File: src/rtl/iccm_arbiter_if.sv
// Bus bundle for iccm_arbiter: fetch port, loader port and ICCM memory port.
// slave = arbiter view; master = requester/memory environment view.
interface iccm_arbiter_if #(
   parameter int unsigned ADDR_W = 12,
   parameter int unsigned DATA_W = 32
);
   logic              f_req;
   logic [ADDR_W-1:0] f_addr;
   logic              f_gnt;
   logic              f_rvalid;
   logic [DATA_W-1:0] f_rdata;

   logic              l_req;
   logic [ADDR_W-1:0] l_addr;
   logic [DATA_W-1:0] l_wdata;
   logic [3:0]        l_we;
   logic              l_lock;
   logic              l_gnt;
   logic              l_rvalid;
   logic [DATA_W-1:0] l_rdata;

   logic              mem_req;
   logic [ADDR_W-1:0] mem_addr;
   logic [DATA_W-1:0] mem_wdata;
   logic [3:0]        mem_we;
   logic [DATA_W-1:0] mem_rdata;
   logic              mem_rvalid;

   modport slave (
      input  f_req, f_addr, l_req, l_addr, l_wdata, l_we, l_lock, mem_rdata, mem_rvalid,
      output f_gnt, f_rvalid, f_rdata, l_gnt, l_rvalid, l_rdata,
             mem_req, mem_addr, mem_wdata, mem_we
   );

   modport master (
      output f_req, f_addr, l_req, l_addr, l_wdata, l_we, l_lock, mem_rdata, mem_rvalid,
      input  f_gnt, f_rvalid, f_rdata, l_gnt, l_rvalid, l_rdata,
             mem_req, mem_addr, mem_wdata, mem_we
   );
endinterface

File: src/rtl/iccm_arbiter.sv
// Fetch/loader arbiter for the single ICCM port with response routing and write acks.
// Define ICCM_ARB_RR_EN for round-robin contention; otherwise the loader has fixed priority.
module iccm_arbiter #(
   parameter int unsigned ADDR_W = 12,
   parameter int unsigned DATA_W = 32
) (
   input  logic           clock,
   input  logic           reset,
   iccm_arbiter_if.slave  bus
);
   typedef enum logic {OPEN = 1'b0, LOCKED = 1'b1} lock_t;

   lock_t             r_lock_st;
   lock_t             w_lock_nxt;
   logic              r_last_owner;
   logic              r_rsp_owner;
   logic              r_rsp_pend;
   logic              r_wack_pend;

   logic              w_lock_hold;
   logic              w_l_wins;
   logic              w_f_gnt;
   logic              w_l_gnt;
   logic              w_l_write;
   logic              w_rd_gnt;
   logic              w_rsp_f;
   logic              w_rsp_l;
   logic [ADDR_W-1:0] w_mem_addr;
   logic [DATA_W-1:0] w_mem_wdata;

`ifdef ICCM_ARB_RR_EN
   assign w_l_wins = ~r_last_owner;
`else
   logic w_unused_last_owner;
   assign w_unused_last_owner = r_last_owner;
   assign w_l_wins            = 1'b1;
`endif

   // Lock only blocks fetch while l_lock is still high, so fetch regains the port in the cycle it falls.
   assign w_lock_hold = (r_lock_st == LOCKED) & bus.l_lock;
   assign w_l_write   = |bus.l_we;

   assign w_f_gnt  = reset & bus.f_req & ~w_lock_hold & ~(bus.l_req & w_l_wins);
   assign w_l_gnt  = reset & bus.l_req & (w_lock_hold | ~bus.f_req | w_l_wins);
   assign w_rd_gnt = w_f_gnt | (w_l_gnt & ~w_l_write);

   always_comb begin
      w_lock_nxt = r_lock_st;
      case (r_lock_st)
         OPEN:    if (w_l_gnt & bus.l_lock) w_lock_nxt = LOCKED;
         LOCKED:  if (~bus.l_lock)          w_lock_nxt = OPEN;
         default: w_lock_nxt = OPEN;
      endcase
   end

   always_ff @(posedge clock or negedge reset) begin
      if (!reset) begin
         r_lock_st    <= OPEN;
         r_last_owner <= 1'b0;
         r_rsp_owner  <= 1'b0;
         r_rsp_pend   <= 1'b0;
         r_wack_pend  <= 1'b0;
      end else begin
         r_lock_st   <= w_lock_nxt;
         r_rsp_pend  <= w_rd_gnt;
         r_wack_pend <= w_l_gnt & w_l_write;
         if (w_rd_gnt) r_rsp_owner <= w_l_gnt;
         if (w_f_gnt)      r_last_owner <= 1'b0;
         else if (w_l_gnt) r_last_owner <= 1'b1;
      end
   end

   always_comb begin
      w_mem_addr  = '0;
      w_mem_wdata = '0;
      bus.mem_we  = '0;
      if (w_f_gnt) begin
         w_mem_addr = bus.f_addr;
      end else if (w_l_gnt) begin
         w_mem_addr  = bus.l_addr;
         w_mem_wdata = bus.l_wdata;
         bus.mem_we  = bus.l_we;
      end
   end

   assign bus.mem_req   = w_f_gnt | w_l_gnt;
   assign bus.mem_addr  = w_mem_addr;
   assign bus.mem_wdata = w_mem_wdata;
   assign bus.f_gnt     = w_f_gnt;
   assign bus.l_gnt     = w_l_gnt;

   assign w_rsp_f      = bus.mem_rvalid & r_rsp_pend & ~r_rsp_owner;
   assign w_rsp_l      = bus.mem_rvalid & r_rsp_pend &  r_rsp_owner;
   assign bus.f_rvalid = w_rsp_f;
   assign bus.f_rdata  = w_rsp_f ? bus.mem_rdata : '0;
   assign bus.l_rvalid = w_rsp_l | r_wack_pend;
   assign bus.l_rdata  = w_rsp_l ? bus.mem_rdata : '0;
endmodule
File: src/flat_wrapper.sv
// flat-port wrapper written by rule: the top's interface ports become plain ports
module iccm_arbiter_flat 
#(
   parameter int unsigned ADDR_W = 12,
   parameter int unsigned DATA_W = 32
)
  (clock, reset, bus_f_req, bus_f_addr, bus_l_req, bus_l_addr, bus_l_wdata, bus_l_we, bus_l_lock, bus_mem_rdata, bus_mem_rvalid, bus_f_gnt, bus_f_rvalid, bus_f_rdata, bus_l_gnt, bus_l_rvalid, bus_l_rdata, bus_mem_req, bus_mem_addr, bus_mem_wdata, bus_mem_we);
  iccm_arbiter_if #(.ADDR_W(ADDR_W), .DATA_W(DATA_W)) bus_i ();
  input  logic clock;
  input  logic reset;
  input wire logic [$bits(bus_i.f_req)-1:0] bus_f_req;
  input wire logic [$bits(bus_i.f_addr)-1:0] bus_f_addr;
  input wire logic [$bits(bus_i.l_req)-1:0] bus_l_req;
  input wire logic [$bits(bus_i.l_addr)-1:0] bus_l_addr;
  input wire logic [$bits(bus_i.l_wdata)-1:0] bus_l_wdata;
  input wire logic [$bits(bus_i.l_we)-1:0] bus_l_we;
  input wire logic [$bits(bus_i.l_lock)-1:0] bus_l_lock;
  input wire logic [$bits(bus_i.mem_rdata)-1:0] bus_mem_rdata;
  input wire logic [$bits(bus_i.mem_rvalid)-1:0] bus_mem_rvalid;
  output wire logic [$bits(bus_i.f_gnt)-1:0] bus_f_gnt;
  output wire logic [$bits(bus_i.f_rvalid)-1:0] bus_f_rvalid;
  output wire logic [$bits(bus_i.f_rdata)-1:0] bus_f_rdata;
  output wire logic [$bits(bus_i.l_gnt)-1:0] bus_l_gnt;
  output wire logic [$bits(bus_i.l_rvalid)-1:0] bus_l_rvalid;
  output wire logic [$bits(bus_i.l_rdata)-1:0] bus_l_rdata;
  output wire logic [$bits(bus_i.mem_req)-1:0] bus_mem_req;
  output wire logic [$bits(bus_i.mem_addr)-1:0] bus_mem_addr;
  output wire logic [$bits(bus_i.mem_wdata)-1:0] bus_mem_wdata;
  output wire logic [$bits(bus_i.mem_we)-1:0] bus_mem_we;
  assign bus_i.f_req = bus_f_req;
  assign bus_i.f_addr = bus_f_addr;
  assign bus_i.l_req = bus_l_req;
  assign bus_i.l_addr = bus_l_addr;
  assign bus_i.l_wdata = bus_l_wdata;
  assign bus_i.l_we = bus_l_we;
  assign bus_i.l_lock = bus_l_lock;
  assign bus_i.mem_rdata = bus_mem_rdata;
  assign bus_i.mem_rvalid = bus_mem_rvalid;
  assign bus_f_gnt = bus_i.f_gnt;
  assign bus_f_rvalid = bus_i.f_rvalid;
  assign bus_f_rdata = bus_i.f_rdata;
  assign bus_l_gnt = bus_i.l_gnt;
  assign bus_l_rvalid = bus_i.l_rvalid;
  assign bus_l_rdata = bus_i.l_rdata;
  assign bus_mem_req = bus_i.mem_req;
  assign bus_mem_addr = bus_i.mem_addr;
  assign bus_mem_wdata = bus_i.mem_wdata;
  assign bus_mem_we = bus_i.mem_we;
  iccm_arbiter #(.ADDR_W(ADDR_W), .DATA_W(DATA_W)) u_core (.clock(clock), .reset(reset), .bus(bus_i));
endmodule
File: config.mk
export PLATFORM = sky130hd
export DESIGN_NAME = iccm_arbiter_flat
export DESIGN_NICKNAME = d
export VERILOG_FILES = /design/src/rtl/iccm_arbiter_if.sv /design/src/rtl/iccm_arbiter.sv /design/src/flat_wrapper.sv
export SDC_FILE = /design/constraint.sdc
export NUM_CORES = 1
export LEC_CHECK = 0
export BUFFER_PORTS_ARGS = -buffer_cell sky130_fd_sc_hd__buf_2
export CAP_MARGIN = 20
export CORE_AREA = 2 2 82 84
export CTS_CLUSTER_SIZE = 30
export DETAILED_ROUTE_END_ITERATION = 12
export DIE_AREA = 0 0 84 86
export PLACE_DENSITY_LB_ADDON = 0.08
export SLEW_MARGIN = 0
export SYNTH_ARGS = -nofsm -noshare
export SYNTH_HDL_FRONTEND = slang
export SYNTH_SLANG_ARGS = --single-unit
File: constraint.sdc
create_clock -name clock -period 1.6 [get_ports clock]
set_input_delay 0.08 -clock clock [delete_from_list [all_inputs] [get_ports clock]]
set_output_delay 0.08 -clock clock [all_outputs]
set_load 0.02 [all_outputs]
# Word level (Yosys, flattened, before mapping)
# Cells that the tools add are included.
[word_totals]
ff_bits = 4
latchBits = 0
ram_bits = 0
romBits = 0
out_inout_bits = 117
wordCells = 35
memories = 0
[op_classes]
add_sub_neg = 0
multipliers = 0
n_div = 0
n_lt_le_gt_ge = 0
n_eq_ne = 0
shift = 0
muxes = 11
bitwise_logic = 19
n_reduce_logical = 1
[ops]
columns = ["op", "n"]
rows = [
  ["32-bit 2-to-1 mux", 4],
  ["12-bit 2-to-1 mux", 2],
  ["1-bit bitwise AND", 11],
  ["4-bit 2-to-1 mux", 2],
  ["1-bit inverter", 5],
  ["4-bit OR reduction", 1],
  ["1-bit OR", 3],
  ["1-bit 2-to-1 mux", 2],
  ["1-bit case mux with 2 select lines", 1],
]

# Longest topological paths before layout
# Gate-level depths: netlist of the first run.
[logic_depth]
ltp_word = 5
mapped_depth = 5
mapped_depth_nobuf = 3

# Least setup slack after synthesis of the first run
# Ideal clock, no wire load.
[synth_path]
kind = "reg2out"
start = "register u_core.r_rsp_owner"
end = "output port bus_f_rdata[22]"
arrival_ps = 1229
t_required_ps = 1520
path_slack_ps = 291
path_stages_with_launch = 4
path_buffers = 1
path_cell_list = "dfrtp_1 -> nor2_1 -> clkbuf_1 -> and2_1"
[synth_between]
elab_chain_len = 3
[synth_lines]
columns = ["element", "line", "rtl"]
rows = [
  ["from (decl)", "iccm_arbiter.sv:16", "logic r_rsp_owner;"],
  ["from (signal assigned)", "iccm_arbiter.sv:67", "if (w_rd_gnt) r_rsp_owner <= w_l_gnt;"],
  ["1-bit inverter", "iccm_arbiter.sv:92", "assign w_rsp_f = bus.mem_rvalid & r_rsp_pend & ~r_rsp_owner;"],
  ["1-bit bitwise AND", "iccm_arbiter.sv:92", ""],
  ["named net bus_f_rvalid", "flat_wrapper.sv:21", "output wire logic [$bits(bus_i.f_rvalid)-1:0] bus_f_rvalid;"],
  ["32-bit 2-to-1 mux", "iccm_arbiter.sv:95", "assign bus.f_rdata = w_rsp_f ? bus.mem_rdata : '0;"],
  ["to (decl)", "flat_wrapper.sv:22", "output wire logic [$bits(bus_i.f_rdata)-1:0] bus_f_rdata;"],
]
# The timed path passes the listed nets, and every way through them passes these cells.

# Worst setup path in the final report of the first run
[layout_path]
start = "register u_core.r_lock_st"
end = "output port bus_mem_addr[11]"
[layout_between]
elab_chain_len = 5
[layout_lines]
columns = ["element", "line", "rtl"]
rows = [
  ["from (decl)", "iccm_arbiter.sv:13", "lock_t r_lock_st;"],
  ["from (signal assigned)", "iccm_arbiter.sv:64", "r_lock_st <= w_lock_nxt;"],
  ["1-bit bitwise AND", "iccm_arbiter.sv:40", "assign w_lock_hold = (r_lock_st == LOCKED) & bus.l_lock;"],
  ["1-bit inverter", "iccm_arbiter.sv:43", "assign w_f_gnt = reset & bus.f_req & ~w_lock_hold & ~(bus.l_req & w_l_wins);"],
  ["1-bit bitwise AND (2 in series)", "iccm_arbiter.sv:43", ""],
  ["12-bit 2-to-1 mux", "iccm_arbiter.sv:77", "if (w_f_gnt) begin"],
  ["to (decl)", "flat_wrapper.sv:27", "output wire logic [$bits(bus_i.mem_addr)-1:0] bus_mem_addr;"],
]
# Every way passes these cells.

==> impl_metrics.env, run 1 <==
export IMPL_status="complete, no violations"
export IMPL_die_w_um=84
export IMPL_fin_ws_ns=0.125
export IMPL_vias_per_cell=4.07
export IMPL_drv_cap=0
export IMPL_routed_wl_mm=4.90
export IMPL_syn_area_um2=1000
export IMPL_grt_pass1_wl_mm=7.16
export IMPL_grt_max_degree=37
export IMPL_wl_per_cell_um=11.3
export IMPL_syn2layout_area_growth_pct=118
export IMPL_fin_crit_sh=0.922
export IMPL_required_ns=1.52
export IMPL_hpwl_mm=4.14
export IMPL_drive_above_1_share=0.637
export IMPL_synth_top_area_frac=0.406
export IMPL_post_route_util=0.349
export IMPL_n_fill_cell=703
export IMPL_start_kind="flop"
export IMPL_finalHoldViolations=0
export IMPL_leakage_uw=0.00160
export IMPL_setup_violations=0
export IMPL_cts_root_buffer="clkbuf_8"
export IMPL_port_buffer_count=214
export IMPL_busiest_layer="met2"
export IMPL_clkLatencyLatePin_ns=0.21
export IMPL_grt_usage=0.118
export IMPL_syn_nets=247
export IMPL_cp_cell_sequence="a21boi_2 > and3b_1 > buf_6 > a22o_1 > buf_2"
export IMPL_grtUsageMet1=0.130
export IMPL_hold_path_class="primary input to flop"
export IMPL_reg2reg_slack_ns=0.45
export IMPL_synth_cells=149
export IMPL_die_y_um=86
export IMPL_cp_top_family="flip-flops"
export IMPL_gp_congestion=0.756
export IMPL_skew_ns=0.00182
export IMPL_synth_seq_cells=4
export IMPL_crit_arrival_ns=1.39
export IMPL_rows=29
export IMPL_min_path_cells=2
export IMPL_start_util=0.160
export IMPL_cts_sinks=4
export IMPL_antenna_cells=0
export IMPL_place_area_um2=2130
export IMPL_drc=0
export IMPL_critPathSlowestCell="dfrtp_1"
export IMPL_worstSetupEndpointType="output port"
export IMPL_worst_pin_slew_ns=0.537
export IMPL_ios=215
export IMPL_fin_area_um2=2190
export IMPL_clkTransAtPathRegs_ns=0.03
export IMPL_use_met3=0.0164
export IMPL_worst_hold_path_endpoint="u_core.r_lock_st"
export IMPL_crit_buf_inv=2
export IMPL_drt_initial_drc_count=49
export IMPL_post_cts_buffers=0
export IMPL_synth_area_leaders="and2_1, and3_1, a22o_1"
export IMPL_grt_pass1_vias=1548
export IMPL_timing_fmax_mhz=678
export IMPL_fin_hold_ws_ns=0.105
export IMPL_yosysUniqueCellTypes=18
export IMPL_reg2reg_from="u_core.r_lock_st"
export IMPL_synth_top_cell_by_area="and2_1"
export IMPL_power_density_nw_per_um2=344
export IMPL_slew_viol_final=0
export IMPL_synth_warnings=0
export IMPL_num_vias=1759
export IMPL_worstHoldStart="bus_l_lock"
export IMPL_ir_worst_vdd_mv=0.236
export IMPL_layout_min_cycle_time_ns=1.47
export IMPL_crit_fanout=14
export IMPL_numCtsBuffers=3
export IMPL_final_common_cell="buf_2"
export IMPL_cts_tree="yes"
export IMPL_synth_area_per_cell_um2=6.73
export IMPL_nets=455
export IMPL_antenna_found_initial=0
export IMPL_grt_overflow=0
export IMPL_rsz0062_at_grt="false"
export IMPL_die_area_um2=7220
export IMPL_synth_seq_area_share=0.0999
export IMPL_final_cell_mix="buf_2, and2_1, and3_1"
export IMPL_cts_max_path_buffers=2
export IMPL_dr_pass1_iters=4
export IMPL_cp_slowest_stage_delay_ns=0.38
export IMPL_grt_met2_usage=0.235
export IMPL_core_um2=6280
export IMPL_htree_levels=1
export IMPL_relSlewSlack=0.642
export IMPL_rr_worst_depth=5
export IMPL_r2r_end="u_core.r_rsp_owner"
export IMPL_place_ws_ns=0.301
export IMPL_setup_tns_ns=0
export IMPL_drtAntennaViolNets=0
export IMPL_worst_setup_path_type="flop to output port"
==> worst reg2reg max path, stage by stage, from the launching register on <==
cell,delay [ns]
dfrtp_1,0.38
a21boi_2,0.15
and3b_1,0.18
buf_6,0.16
buf_4,0.12
o21ai_1,0.05
==> report_power, final <==
group	internal (µW)	switching, µW	total (µW)
Clock	160	50.0	210
Combinational	197	232	429
Sequential	109	3.92	113
Total	466	286	752
==> cell usage after synthesis <==
cell type,n
nor4_1,1
and2_1,65
dfrtp_1,4
nand2b_1,1
buf_6,2
and3b_1,1
inv_2,1
a22o_1,12
nor2_1,2
o21ai_1,1
nand2_1,2
nor2b_1,1
a21boi_1,1
and3_1,36
clkbuf_1,14
or2_2,1
o21a_1,2
buf_2,2
==> area by class of cell <==
| cell class | instances | area, µm² | area share |
|---|---|---|---|
| Inverter | 1 | 3.75 | 0.00172 |
| Multi-Input combinational cell | 126 | 817 | 0.373 |
| Sequential cell | 4 | 100 | 0.0457 |
| Clock buffer | 3 | 41.3 | 0.0189 |
| Tap cell | 77 | 96.3 | 0.0440 |
| Timing Repair Buffer | 221 | 1130 | 0.516 |
==> state kept, by name, indices dropped and copies added (netlist names) <==
name                count
u_core.r_rsp_pend       1
u_core.r_rsp_owner      1
u_core.r_wack_pend      1
u_core.r_lock_st        1
==> worst max path at each step <==
stage / start / end / slack (ns) / cells past startpoint
finish: u_core.r_lock_st / bus_mem_addr[11] / 0.13 / 5
global route: u_core.r_lock_st / bus_mem_addr[6] / 0.02 / 5
CTS: u_core.r_lock_st / bus_mem_addr[11] / 0.07 / 5
detailed placement: u_core.r_lock_st / bus_mem_addr[6] / 0.30 / 5
global placement: u_core.r_lock_st / bus_mem_addr[4] / 0.33 / 5
floorplan: u_core.r_rsp_owner / bus_f_rdata[22] / 0.29 / 3
==> cell families after synthesis <==
| family | count (synthesis) | synth area share |
|---|---|---|
| simple gates | 110 | 0.679 |
| flops | 4 | 0.0999 |
| compound gates | 16 | 0.132 |
| buf+inv | 19 | 0.0886 |
==> metal layers <==
metal,part of all wire,vias up
met3,0.11,4
met4,0.0078,0
met2,0.52,120
li1,-,909
met1,0.37,726
met5,0,-
==> through the flow <==
stage / std cells / total power, µW
floorplan: 149 / 332
global placement: 428 / 544
detailed placement: 428 / 543
CTS: 432 / 760
global route: 432 / 806
finish: 432 / 752
==> what timing repair did <==
item / in CTS / in global routing
hold endpoints to repair: 4 / 0
endpoints found under the setup margin: 0 / 11
gates resized for setup: 0 / 2
hold buffers: 1 / 0
Power figures use the tool's default switching activity.
==> run 2: changes to the inputs <==
ABC_AREA = 1   (was not set)
CORE_AREA = 2 2 83 85   (was 2 2 82 84)
DIE_AREA = 0 0 85 87   (was 0 0 84 86)
==> run 2 against run 1 <==
Synthesized cell count up 64%. Sequential power grew 4%. Cell area up 10%. First-iteration DRC count fell by 6.1%. Clock power barely moved. Power grew 6.5%. Sequential cell count is the same. Critical endpoint is now bus_l_rdata[14]. Largest cell class unchanged.
==> impl_metrics.env, run 2 <==
export IMPL_gp_congestion=0.738
export IMPL_start_util=0.189
export IMPL_async_flop_share=1.00
export IMPL_rows=30
export IMPL_fin_hold_ws_ns=0.0795
export IMPL_layout_min_cycle_time_ns=1.44
export IMPL_worstSetupEndpointType="output port"
export IMPL_placed_cells=530
export IMPL_synth_seq_cells=4
export IMPL_routed_wl_mm=5.08
export IMPL_synth_seq_area_share=0.0806
export IMPL_synth_most_common_cell="inv_1"
export IMPL_die_w_um=85
export IMPL_synth_top_cell_by_area="inv_1"
export IMPL_worst_setup_path_type="flop to output port"
export IMPL_crit_arrival_ns=1.36
export IMPL_p_sw_frac=0.424
export IMPL_clkTransAtPathRegs_ns=0.03
export IMPL_skew_ns=0.000828
export IMPL_yosysUniqueCellTypes=14
export IMPL_ios=215
export IMPL_crit_fanout=20
export IMPL_yosys_area_share_adder=0
export IMPL_cts_root_buffer="clkbuf_8"
export IMPL_numCtsBuffers=3
export IMPL_seq_power_share=0.147
export IMPL_synth_warnings=0
export IMPL_setup_violations=0
export IMPL_switchingPower_uw=340
export IMPL_synth_area_per_cell_um2=5.07
export IMPL_htree_levels=1
export IMPL_reg2reg_slack_ns=0.60
export IMPL_worst_pin_slew_ns=0.296
export IMPL_rr_worst_depth=4
export IMPL_power_density_nw_per_um2=333
export IMPL_setup_tns_ns=0
export IMPL_wl_per_cell_um=9.49
export IMPL_grt_max_degree=38
export IMPL_finalHoldViolations=0
export IMPL_fin_crit_sh=0.900
export IMPL_relSlewSlack=0.802
export IMPL_synth_common_cells="inv_1, nor2_1, nor2_2"
export IMPL_yosys_area_share_simple=0.591
export IMPL_die_y_um=87
export IMPL_num_vias=2053
export IMPL_grt_pass1_vias=1700
export IMPL_drtAntennaViolNets=0
export IMPL_hold_path_class="primary input to flop"
export IMPL_intPower_uw=462
export IMPL_ir_worst_vdd_mv=0.147
export IMPL_drive_above_1_share=0.587
export IMPL_clkLatencyLatePin_ns=0.21
export IMPL_fin_area_um2=2410
export IMPL_n_fill_cell=732
export IMPL_antenna_found_initial=0
export IMPL_synth_top_area_frac=0.218
export IMPL_required_ns=1.52
export IMPL_syn2layout_area_growth_pct=94.1
export IMPL_port_buffer_count=214
export IMPL_slew_viol_final=0
export IMPL_syn_area_um2=1240
export IMPL_regArea_um2=100
export IMPL_hpwl_mm=4.28
export IMPL_multi_input_area_um2=758
export IMPL_cts_max_path_buffers=2
export IMPL_syn_nets=343
export IMPL_synth_compound_area_share=0.00403
export IMPL_post_cts_buffers=0
export IMPL_final_cell_mix="buf_2, inv_1, nor2_1"
export IMPL_dr_pass1_iters=4
export IMPL_crit_end="bus_l_rdata[14]"
export IMPL_crit_start="u_core.r_rsp_pend"
export IMPL_synth_mux_area_frac=0
export IMPL_grt_pass1_wl_mm=7.26
export IMPL_instances_no_fill=535
export IMPL_antenna_cells=0
export IMPL_final_common_cell="buf_2"
export IMPL_cts_tree="yes"
export IMPL_vias_per_cell=3.84
export IMPL_status="complete, no violations"
export IMPL_synth_cells=245
export IMPL_synth_top_family_by_area="simple AND/OR/NAND/NOR gates"
export IMPL_pwr_share_comb=0.593
export IMPL_drt_initial_drc_count=46
export IMPL_core_um2=6570
export IMPL_reg2reg_from="u_core.r_lock_st"
export IMPL_synth_edf_count=0
export IMPL_die_area_um2=7400
export IMPL_drv_cap=0
export IMPL_drc=0
export IMPL_synth_ff_type="dfrtp_1"
export IMPL_cts_sinks=4
export IMPL_start_kind="flop"
export IMPL_timing_fmax_mhz=694
export IMPL_rsz0062_at_grt="false"
export IMPL_grt_overflow=0
export IMPL_synth_xor_area_share=0
export IMPL_pwr_share_clk=0.261
export IMPL_fin_total_pwr_uw=801
export IMPL_leakage_uw=0.00191
export IMPL_place_area_um2=2340
export IMPL_grt_usage=0.117
export IMPL_nets=555
export IMPL_synth_area_leaders="inv_1, nor2_2, nor2_1"
export IMPL_r2r_end="u_core.r_rsp_owner"
-- run 2: worst min-delay path by stage --
stage | startpoint | endpoint | slack [ns] | depth (start not counted)
2_1_floorplan | reset | u_core.r_lock_st | -0.22 | 0
3_3_place_gp | reset | u_core.r_wack_pend | -0.09 | 1
3_5_place_dp | reset | u_core.r_wack_pend | -0.09 | 1
4_1_cts | bus_l_lock | u_core.r_lock_st | 0.07 | 3
5_1_grt | bus_l_lock | u_core.r_lock_st | 0.08 | 3
6_report | bus_l_lock | u_core.r_lock_st | 0.08 | 3
-- run 2: per-layer routing --
layer | track usage | up-vias | part of all wire
li1 | - | 1099 | -
met1 | 0.110 | 823 | 0.34
met2 | 0.241 | 127 | 0.52
met3 | 0.0360 | 4 | 0.13
met4 | 0.0303 | 0 | 0.0071
met5 | 0 | - | 0
-- run 2: cell families after synthesis --
family | Yosys count
AOI/OAI and AO/OA | 1
buffers and inverters | 88
DFF | 4
and+or+nand+nor | 152
-- run 2: power by group through the flow --
stage	Combinational, µW	Sequential (µW)	Clock [µW]
floorplan	269	115	0
global placement	472	116	0
global route	525	119	222
finish	475	117	209
detailed placement	473	116	0
CTS	476	115	217
-- run 2: cell type report --
cell class                      count  area share
Multi-Input combinational cell    154       0.315
Clock buffer                        3      0.0171
Timing Repair Buffer              220       0.470
Sequential cell                     4      0.0416
Inverter                           74       0.115
Tap cell                           80      0.0416
-- run 2: per-stage QoR --
stage | worst slack, ns | utilization
global placement | 0.247 | 0.356
CTS | 0.0137 | 0.364
detailed placement | 0.246 | 0.356
global route | 0.0673 | 0.367
floorplan | 0.487 | -
finish | 0.159 | 0.367
-- run 2: critical path, cell delays in order, from the launching register on --
cell and delay (ns):
dfrtp_1 0.50, nand3_4 0.10, buf_4 0.23, nor2_1 0.13
buf_2 0.18
-- run 2: timing repair --
item / in CTS / in global routing
setup endpoints to repair: 0 / 16
hold endpoints to repair: 4 / 0
hold buffers: 1 / 0
resized for setup: 0 / 1
==> run 3: changes to the inputs <==
MAX_ROUTING_LAYER = met4   (was not set)
==> run 3 against run 2 <==
Setup slack about the same. Utilization unchanged. Sequential power is essentially flat. Non-clock buffer count did not move. Critical endpoint unchanged. Worst hold slack hardly changed.
==> impl_metrics.env, run 3 (synthesized netlist as in run 2, its figures left out) <==
export IMPL_critPathSlowestCell="dfrtp_1"
export IMPL_syn2layout_area_growth_pct=94.1
export IMPL_n_fill_cell=732
export IMPL_ir_worst_vdd_mv=0.147
export IMPL_cts_sinks=4
export IMPL_fin_crit_sh=0.900
export IMPL_final_cell_mix="buf_2, inv_1, nor2_1"
export IMPL_nets=555
export IMPL_hold_path_class="primary input to flop"
export IMPL_layout_min_cycle_time_ns=1.44
export IMPL_cts_tree="yes"
export IMPL_gp_congestion=0.747
export IMPL_core_um2=6570
export IMPL_rr_worst_depth=4
export IMPL_grt_overflow=0
export IMPL_worst_pin_slew_ns=0.296
export IMPL_worstHoldStart="bus_l_lock"
export IMPL_fin_ws_ns=0.159
export IMPL_relSlewSlack=0.802
export IMPL_clkTransAtPathRegs_ns=0.03
export IMPL_worst_setup_path_type="flop to output port"
export IMPL_routed_wl_mm=5.08
export IMPL_die_w_um=85
export IMPL_cts_root_buffer="clkbuf_8"
export IMPL_setup_tns_ns=0
export IMPL_drv_cap=0
export IMPL_drtAntennaViolNets=0
export IMPL_grt_pass1_wl_mm=7.26
export IMPL_numCtsBuffers=3
export IMPL_reg2reg_from="u_core.r_lock_st"
export IMPL_dr_pass1_iters=4
export IMPL_timing_fmax_mhz=694
export IMPL_drc=0
export IMPL_start_kind="flop"
export IMPL_drive_above_1_share=0.587
export IMPL_hpwl_mm=4.28
export IMPL_grt_usage=0.121
export IMPL_antenna_found_initial=0
export IMPL_start_util=0.189
export IMPL_vias_per_cell=3.84
export IMPL_reg2reg_slack_ns=0.60
export IMPL_place_ws_ns=0.246
export IMPL_grt_max_degree=38
export IMPL_min_path_cells=3
export IMPL_crit_fanout=20
export IMPL_worstSetupEndpointType="output port"
export IMPL_cp_slowest_stage_delay_ns=0.50
export IMPL_ios=215
export IMPL_cts_max_path_buffers=2
export IMPL_wl_per_cell_um=9.49
export IMPL_worst_hold_path_endpoint="u_core.r_lock_st"
export IMPL_rsz0062_at_grt="false"
export IMPL_clkLatencyLatePin_ns=0.21
export IMPL_required_ns=1.52
export IMPL_die_y_um=87
export IMPL_leakage_uw=0.00191
export IMPL_status="complete, no violations"
export IMPL_htree_levels=1
export IMPL_antenna_cells=0
export IMPL_rows=30
export IMPL_slew_viol_final=0
export IMPL_grt_pass1_vias=1701
export IMPL_finalHoldViolations=0
export IMPL_setup_violations=0
export IMPL_die_area_um2=7400
export IMPL_power_density_nw_per_um2=333
export IMPL_r2r_end="u_core.r_rsp_owner"
export IMPL_drt_initial_drc_count=62
export IMPL_crit_arrival_ns=1.36
export IMPL_port_buffer_count=214
export IMPL_num_vias=2057
export IMPL_multi_input_area_um2=758
export IMPL_skew_ns=0.000828
export IMPL_final_common_cell="buf_2"
export IMPL_cp_cell_sequence="nand3_4 > buf_4 > nor2_1 > buf_2"
export IMPL_regArea_um2=100
run 3: cell counts in the layout (fill, tap and decap cells not counted):
Identical to the previous run, type by type.
run 3: worst max path at each step:
stage	to	from
after floorplan	bus_f_rdata[10]	u_core.r_rsp_owner
after global placement	bus_f_rdata[12]	u_core.r_rsp_owner
after detailed placement	bus_f_rdata[12]	u_core.r_rsp_owner
after CTS	bus_f_rdata[12]	u_core.r_rsp_owner
after global routing	bus_f_rdata[12]	u_core.r_rsp_pend
final	bus_l_rdata[14]	u_core.r_rsp_pend
run 3: per-stage QoR:
step	cell area, µm²	hold WS [ns]	utilization	total power (µW)	instances
global placement	2340	-0.0898	0.356	587	530
floorplan	1240	-0.216	-	384	245
global route	2410	0.0836	0.367	865	535
detailed placement	2340	-0.0883	0.356	589	530
CTS	2390	0.0700	0.364	809	534
finish	2410	0.0795	0.367	801	535
run 3: critical path, delay by kind of cell, from the launching register on:
kind,cells,cell delay (ns)
buffers and inverters,2,0.41
and+or+nand+nor,2,0.23
DFF,1,0.50
run 3: timing repair:
action,in CTS,in global routing
endpoints found under the setup margin,0,16
setup buffers,0,0
resized for setup,0,1
hold buffers,1,0
endpoints found under the hold margin,4,0
run 3: cell type report:
| class | count | area share |
|---|---|---|
| Timing Repair Buffer | 220 | 0.470 |
| Multi-Input combinational cell | 154 | 0.315 |
| Inverter | 74 | 0.115 |
| Sequential cell | 4 | 0.0416 |
| Tap cell | 80 | 0.0416 |
| Clock buffer | 3 | 0.0171 |
run 3: where the power goes:
| part | switching (µW) | internal (µW) | total [µW] |
|---|---|---|---|
| sequential | 8.62 | 109 | 117 |
| clock | 48.7 | 160 | 209 |
| combinational | 282 | 193 | 475 |
run 3: metal layers:
metal | track usage | vias up | part of all wire
li1 | - | 1099 | -
met5 | - | - | 0
met3 | 0.0294 | 4 | 0.12
met4 | 0.0303 | 0 | 0.0067
met2 | 0.241 | 127 | 0.52
met1 | 0.114 | 827 | 0.35
